--- src/rtl/adat_decoder.sv ---
// ADAT receiver: recovers bit timing from NRZI run lengths, finds the 10-zero
// sync and unpacks 8 x 24-bit samples plus 4 user bits once per frame.
module adat_decoder #(
  parameter int unsigned CLK_FREQ       = 100_000_000,
  parameter int unsigned SAMPLE_RATE    = 48000,
  parameter int unsigned CLOCKS_PER_BIT = CLK_FREQ / (SAMPLE_RATE * 256),
  parameter int unsigned TIMEOUT_BITS   = 16
) (
  input  logic        clk,
  input  logic        rst,
  input  logic        adat_in,
  output logic [23:0] audio_out [0:7],
  output logic [3:0]  user_out,
  output logic        smux2_out,
  output logic        frame_valid,
  output logic        frame_err,
  output logic        locked
);

  localparam int unsigned FRAME_BITS = 245;
  localparam int unsigned RUN_MAX    = TIMEOUT_BITS * CLOCKS_PER_BIT;
  localparam int unsigned HALF_BIT   = CLOCKS_PER_BIT / 2;
  localparam int unsigned CW         = $clog2(RUN_MAX + 1);
  localparam int unsigned N_MAX      = (RUN_MAX + HALF_BIT) / CLOCKS_PER_BIT;
  localparam int unsigned NW         = ($clog2(N_MAX + 1) > 4) ? $clog2(N_MAX + 1) : 4;
  localparam logic [CW-1:0] RUN_MAX_C = CW'(RUN_MAX);

  typedef enum logic [1:0] {HUNT, DATA, SYNC_WAIT} state_t;

  logic          sync1, sync2, dly;
  logic          edge_det;
  logic [CW-1:0] run_cnt;
  logic          measuring;
  logic          run_valid;
  logic          run_timeout;
  logic [NW-1:0] run_n;

  state_t                state;
  logic [7:0]            bit_cnt;
  logic [2:0]            phase;
  logic [FRAME_BITS-1:0] shreg;

  logic [FRAME_BITS-1:0] shreg_next;
  logic [8:0]            bit_next;
  logic [5:0]            phase_sum;
  logic [2:0]            phase_next;
  logic                  is_sync;
  logic                  run_bad;
  logic [23:0]           dec_audio [0:7];

  assign edge_det = sync2 ^ dly;

  // run_cnt holds the cycles since the previous edge, so in an edge cycle it is L.
  always_ff @(posedge clk) begin
    if (rst) begin
      sync1       <= 1'b0;
      sync2       <= 1'b0;
      dly         <= 1'b0;
      run_cnt     <= '0;
      measuring   <= 1'b0;
      run_valid   <= 1'b0;
      run_timeout <= 1'b0;
      run_n       <= '0;
    end else begin
      sync1       <= adat_in;
      sync2       <= sync1;
      dly         <= sync2;
      run_valid   <= 1'b0;
      run_timeout <= 1'b0;
      if (edge_det) begin
        run_cnt   <= CW'(1);
        measuring <= 1'b1;
        run_valid <= measuring;
        run_n     <= NW'((32'(run_cnt) + HALF_BIT) / CLOCKS_PER_BIT);
      end else if (measuring) begin
        if (run_cnt == RUN_MAX_C) begin
          run_timeout <= 1'b1;
          measuring   <= 1'b0;
        end else begin
          run_cnt <= run_cnt + CW'(1);
        end
      end
    end
  end

  // Separators sit at every bit index with index % 5 == 4; phase tracks that
  // modulus, so a run is legal only if its zeros stop short of the next separator.
  always_comb begin
    is_sync    = (run_n == NW'(11));
    bit_next   = 9'(bit_cnt) + 9'(run_n);
    shreg_next = (shreg << run_n) | FRAME_BITS'(1);
    phase_sum  = 6'(phase) + 6'(run_n);
    phase_next = (phase_sum == 6'd5) ? 3'd0 : phase_sum[2:0];
    run_bad    = (run_n == '0) || (run_n > NW'(5)) || (phase_sum >= 6'd6) ||
                 (bit_next > 9'(FRAME_BITS));
    for (int unsigned c = 0; c < 8; c++) begin
      dec_audio[c] = '0;
      for (int unsigned g = 0; g < 6; g++) begin
        dec_audio[c][23 - 4*g -: 4] = shreg_next[FRAME_BITS - 6 - 30*c - 5*g -: 4];
      end
    end
  end

  always_ff @(posedge clk) begin
    if (rst) begin
      state       <= HUNT;
      bit_cnt     <= '0;
      phase       <= '0;
      shreg       <= '0;
      user_out    <= '0;
      smux2_out   <= 1'b0;
      frame_valid <= 1'b0;
      frame_err   <= 1'b0;
      locked      <= 1'b0;
      for (int unsigned c = 0; c < 8; c++) audio_out[c] <= '0;
    end else begin
      frame_valid <= 1'b0;
      frame_err   <= 1'b0;
      if (run_timeout) begin
        locked <= 1'b0;
        state  <= HUNT;
      end else if (run_valid) begin
        case (state)
          HUNT: begin
            if (is_sync) begin
              state   <= DATA;
              bit_cnt <= '0;
              phase   <= '0;
            end
          end
          DATA: begin
            if (run_bad) begin
              frame_err <= 1'b1;
              locked    <= 1'b0;
              if (is_sync) begin
                state   <= DATA;
                bit_cnt <= '0;
                phase   <= '0;
              end else begin
                state <= HUNT;
              end
            end else begin
              shreg   <= shreg_next;
              bit_cnt <= bit_next[7:0];
              phase   <= phase_next;
              if (bit_next == 9'(FRAME_BITS)) begin
                for (int unsigned c = 0; c < 8; c++) audio_out[c] <= dec_audio[c];
                user_out    <= shreg_next[FRAME_BITS-1 -: 4];
                smux2_out   <= shreg_next[FRAME_BITS-2];
                frame_valid <= 1'b1;
                locked      <= 1'b1;
                state       <= SYNC_WAIT;
              end
            end
          end
          SYNC_WAIT: begin
            if (is_sync) begin
              state   <= DATA;
              bit_cnt <= '0;
              phase   <= '0;
            end else begin
              frame_err <= 1'b1;
              locked    <= 1'b0;
              state     <= HUNT;
            end
          end
          default: state <= HUNT;
        endcase
      end
    end
  end

endmodule

--- config.mk ---
export PLATFORM = sky130hd
export DESIGN_NAME = adat_decoder
export DESIGN_NICKNAME = d
export VERILOG_FILES = /design/src/rtl/adat_decoder.sv
export SDC_FILE = /design/constraint.sdc
export NUM_CORES = 2
export LEC_CHECK = 0
export ABC_AREA = 1
export BUFFER_PORTS_ARGS = -buffer_cell sky130_fd_sc_hd__clkbuf_2
export CORE_ASPECT_RATIO = 1.2
export CORE_MARGIN = 2
export CORE_UTILIZATION = 65
export DETAILED_ROUTE_END_ITERATION = 10
export PLACE_DENSITY_LB_ADDON = 0.15
export SETUP_SLACK_MARGIN = 0.15
export SLEW_MARGIN = 20
export SYNTH_ARGS = -nofsm -noshare
export SYNTH_HDL_FRONTEND = slang
export SYNTH_SLANG_ARGS = --single-unit
--- constraint.sdc ---
create_clock -name clk -period 7.38 [get_ports clk]
set_input_delay 2.214 -clock clk [delete_from_list [all_inputs] [get_ports clk]]
set_output_delay 2.214 -clock clk [all_outputs]
set_load 0.02 [all_outputs]
After elaboration in Yosys (flattened, before gate mapping). Cells that the tools add are included.

Equality and inequality tests: 10. Reductions and logical operators: 22. Add/sub/neg operators: 4. $lt $le $gt $ge: 3. Shifts and indexed selects: 1. Bitwise logic cells: 8. Multiplexer cells: 27.

Operators by type and width (count): left shift 245 x 5 -> 245 bit (1); 2-to-1 mux 8 bit (2); one-hot mux 8 bit (2 select lines) (1); 2-to-1 mux 1 bit (14); adder 8 x 5 -> 9 bit (1); equality test 9 x 8 -> 1 bit, second input constant (1); greater-than comparator 9 x 8 -> 1 bit, second input constant (1); 2-to-1 mux 3 bit (3); adder 8 x 1 -> 8 bit, second input constant (1); adder 8 x 3 -> 8 bit, second input constant (1); equality test 8 bit, second input constant (1); AND reduction 4 bit (2); OR reduction 2 bit (4); NOT 1 bit (7); adder 3 x 5 -> 6 bit (1); equality test 6 x 3 -> 1 bit, second input constant (1); greater-or-equal comparator 6 x 3 -> 1 bit, second input constant (1); 2-to-1 mux 2 bit (3); != test 2 bit, second input constant (3); one-hot mux 2 bit (3 select lines) (1); one-hot mux 3 bit (2 select lines) (1); AND reduction 3 bit (2); nonzero test 2 bit (3); OR reduction 3 bit (2); 13 further kinds (17).

Logic and storage cells: 101. Flip-flop bits (word level): 477. Output and inout port bits: 200. Input bits: 3.

Logic depth before layout (Yosys ltp).
Word-level depth: 6. Mapped depth: 20.

Worst setup path after synthesis. OpenSTA, ideal clock, no wires.

Path type: in2reg. From: in rst. To: reg audio_out[15] in the netlist's numbering. Setup slack: 4.080 ns. Arrival: 3.230 ns. Stages on the path: 6. Cells stage by stage: clkbuf_1 > inv_1 > clkbuf_1 > clkbuf_1 > o21ai_0 > a21oi_1.

RTL lines: start, declared (line 10) `input logic rst,`; end, declared (line 12) `output logic [23:0] audio_out [0:7],`.

Final worst setup path.
From: reg run_n[1]. To: reg shreg[89].

Cells in the longest elaborated chain, start to end: 6. Elaborated cells between the ends (all ways): 12. Those cells by class: 2 x add/sub; 3 x order compare; 1 x shift; 1 x bitwise; 5 x reduce/logical.

Ends and longest elaborated chain: start, declared (line 36) `logic [NW-1:0] run_n;`; start signal, assigned (line 74) `run_n <= NW'((32'(run_cnt) + HALF_BIT) / CLOCKS_PER_BIT);`; parallel branches: the longest is 6 deep, another holds adder 8 x 5 -> 9 bit; end signal, assigned (line 143) `shreg <= shreg_next;`; end, declared (line 41) `logic [FRAME_BITS-1:0] shreg;`.

Several ways; the timed one is not identified. A chain may end at the register's enable or synchronous reset.

==> summary.md <==
| Metric | Value |
|---|---|
| Worst Tran Pin Value | 1.181 ns |
| Aggregate global routing overflow | 0 |
| Status | finished with violations |
| Data arrival, critical path | around 5.9 ns |
| CP cell instances | buf_4 -> ha_1 -> nand3_1 -> nand3_2 -> nand2_1 -> nand2_1 -> nand2_1 -> nand2_1 -> nor2_4 -> nand3_4 -> nand2_4 -> inv_4 -> nand2_8 -> clkinv_2 -> buf_4 -> nand2_1 -> nand2_1 -> a21oi_1 |
| Core Util, Final | 70.27% |
| Setup CP Type | reg -> reg |
| Synth warnings | 0 |
| Setup TNS | 0 ns |
| Internal power | 4.127 mW |
| Yosys top cell area share | 31.25% |
| Sequential share of the synthesized area | 31.25% |
| Crit path from | run_n[1] |
| Cells after Synth | 5106 |
| Wire length of the first global-routing pass | 162300 microns |
| Drt via density | 6.239 |
| # Post-CTS Setup Buffers | 0 |
| Number of synthesized flops with an enable pin | 0 |
| Clock share of power | about half |
| Unrepaired setup endpoints after global routing | no |
| Slew Limit Fails | 0 |
| Netlist cell types | 44 |
| Die Wd | 201.7 microns |
| Predominant post-synthesis flop cell | dfxtp_1 |
| R2R Path Start | run_n[1] |
| Die Area | 48670 sq um |
| Via count | 35.22k |
| DR DRC count | 2 |
| Clk_skew | between 0.015 and 0.02 ns |
| Overall power | 5.315 mW |
| Async S/R FF share, synth | 0% |
| Worst-path clk slew | 0.06 ns |
| Antenna-violating nets left | 0 |
| Max cap viols | 0 |
| Synth Area per Inst | 5.972 sq um |
| Top cell type by total area after synthesis | dfxtp_1 |
| CTS tree | done |
| Largest net degree at the start of global routing | 229 |
| Seq pwr share | 48.4% |
| Final Cell Area | between 30000 and 40000 sq um |
| CP max stage cell | clkinv_2 |
| Worst Path Buf+Inv | 4 |
| Deepest clock path buffer count | 3 |
| Wire per inst | about 18 microns |
| Net count after synthesis | a little over 5k |
| Leak | 13.65 nW |
| Initial antenna violation count | 3 |
| Failing checks | DRC |
| Worst min path class | reg -> reg |
| IO buf count | 202 |
| Tcrit/Tclk final | 72.17% |
| CTS root buffer | clkbuf_16 |
| Synth Register Bits | about 480 |
| Placed cell areas | around 31000 sq um |
| Synth Cell Area | 30490 sq um |
| Routed Wire Length | slightly above 100000 microns |
| Worst skew pair latency | 0.61 ns |
| Most frequent cell on the critical path | nand2_1 |
| PostCTS Resize Cnt | 0 |
| Ports | 203 |
| Die Ht | 241.3 microns |
| Initial Util | 66.06% |
| Sw Pwr | about 1.2 mW |
| Fraction of layout cells with a size suffix above 1 | 6.943% |
| Power Dens Cells | about 160 nW/um^2 |
| Post-layout net count | 5012 |
| 1st-iter DRT viols | 5238 |
| Fin. Hold Viols | 0 |
| Comb power frac | 2.2% |
| Largest delay share family, worst path | buffers and inverters |
| Area contributors post-synth | dfxtp_1 (31%), nand2_1 (19%), nand3_1 (16%), o21ai_0 (8.4%), a21oi_1 (6.5%) |
| Final Wtd Congestion | between 0.9 and 1 |
| Required @ worst endpoint | 7.91 ns |
| Nature of the critical path endpoint | register |
| Max Clk Rate | 187.7 MHz |
| H-Tree Depth | 2 |
| Rows | 86 |
| Worst Min Path Start | sync1 |
| Cts hold-fix bufs | 0 |
| GRT Total Usage | 41.03% |
| Number of iterations in the first detailed-routing pass | 10 |
| Dpl hpwl | 69470 microns |
| CTS buffer count | 47 |
| Kind of start point of the critical path | register |
| Switching power share of the total | about 22% |
| Vias in the first global route | 31.06k |
| Max IR drop VDD | 189.2 uV |
| CP max FO | 129 |
| Core ar. | between 40000 and 50000 sq um |
| Clock Sinks | 476 |
| Area growth syn-to-layout | 6.376% |
| Final setup violation count | 0 |
| Crit-path max cell delay | 0.91 ns |
| Final critical-path required period | 5.326 ns |
| Relative slew slack | 21.28% |
[routing by layer]
metal  track usage, %  wire length [microns]  up-vias
li1                 -                      -    16770
met1            53.57                  40830    15850
met2            62.75                  44720     2144
met3            7.600                  10870      452
met4            26.31                   7284        0
met5                0                      0        -
[power groups by stage]
stage | clock [mW] | combinational (mW) | sequential [mW]
4_1_cts | 2.63 | 0.113 | 2.57
3_3_place_gp | 0 | 0.111 | 2.63
5_1_grt | 2.74 | 0.127 | 2.57
3_5_place_dp | 0 | 0.112 | 2.63
6_report | 2.63 | 0.116 | 2.57
2_1_floorplan | 0 | 0.0789 | 2.63
[final timing paths]
path                                   to  slack [ns]  cells past startpoint
worst max-delay path            shreg[89]        2.05                     18
worst min-delay path                sync2        0.42                      2
worst max register to register  shreg[89]        2.05                     18
worst min register to register      sync2        0.42                      2
[synth_stat cells (12+ instances only)]
| cell | instances |
|---|---|
| o21ai_1 | 99 |
| ha_1 | 16 |
| buf_2 | 104 |
| clkbuf_1 | 145 |
| o21a_1 | 41 |
| buf_6 | 15 |
| nand2_1 | 1506 |
| buf_4 | 35 |
| o21ai_0 | 509 |
| a21oi_1 | 399 |
| and2_1 | 12 |
| nor2_1 | 289 |
| nand3_1 | 967 |
| inv_1 | 272 |
| buf_1 | 102 |
| a31oi_1 | 29 |
| dfxtp_1 | 476 |
[through the flow]
stage,instances,hold WS (ns),setup slack [ns]
after global routing,5643,0.4467,1.724
final,5645,0.4179,2.054
after CTS,5643,0.4109,2.190
after global placement,5558,0.4113,2.310
after floorplan,5106,0.3883,4.080
after detailed placement,5558,0.4098,2.227
[sequential cells by signal, summed over array words and instances, names as in the netlist]
register	count
sync2	1
run_cnt	8
phase	3
locked	1
measuring	1
dly	1
shreg	245
user_out	4
frame_err	1
run_timeout	1
audio_out	192
state	2
frame_valid	1
sync1	1
run_n	5
bit_cnt	8
run_valid	1
[worst min-delay path, cell delays in order (launching register included)]
cell,delay (ns)
dfxtp_1,0.30
inv_1,0.04
nor2_1,0.04
[cell families after synthesis]
family	after synthesis	share of synthesized area, %
xor+xnor	8	0.2544
mux	8	0.2626
fa+ha+maj	18	0.7878
flops	476	31.25
buf+inv	685	9.667
simple gates	2813	39.14
compound gates	1098	18.64
[area by class of cell]
type	instances	area (sq um)
Sequential cell	476	9548
Timing Repair Buffer	237	1314
Multi-Input combinational cell	3945	18030
Fill cell	4367	13720
Antenna cell	2	5.005
Inverter	284	1102
Tap cell	616	770.7
Clock buffer	64	1393
Clock inverter	21	272.8
[cell usage in the layout, fill, tap and decap left out, types with 7 or more instances in the layout]
master,instances
clkbuf_8,11
nand2_1,1505
nand4_1,7
a31oi_1,29
o21ai_0,509
buf_4,33
dfxtp_1,471
ha_1,16
nor2_1,289
inv_6,7
o21a_1,41
clkinv_2,10
clkbuf_16,49
mux2i_1,8
clkbuf_2,201
inv_1,271
nand3_1,967
a21oi_1,399
and2_1,12
o21ai_1,99
nor3_1,11
o211ai_1,8
Power figures use the tool's default switching activity.
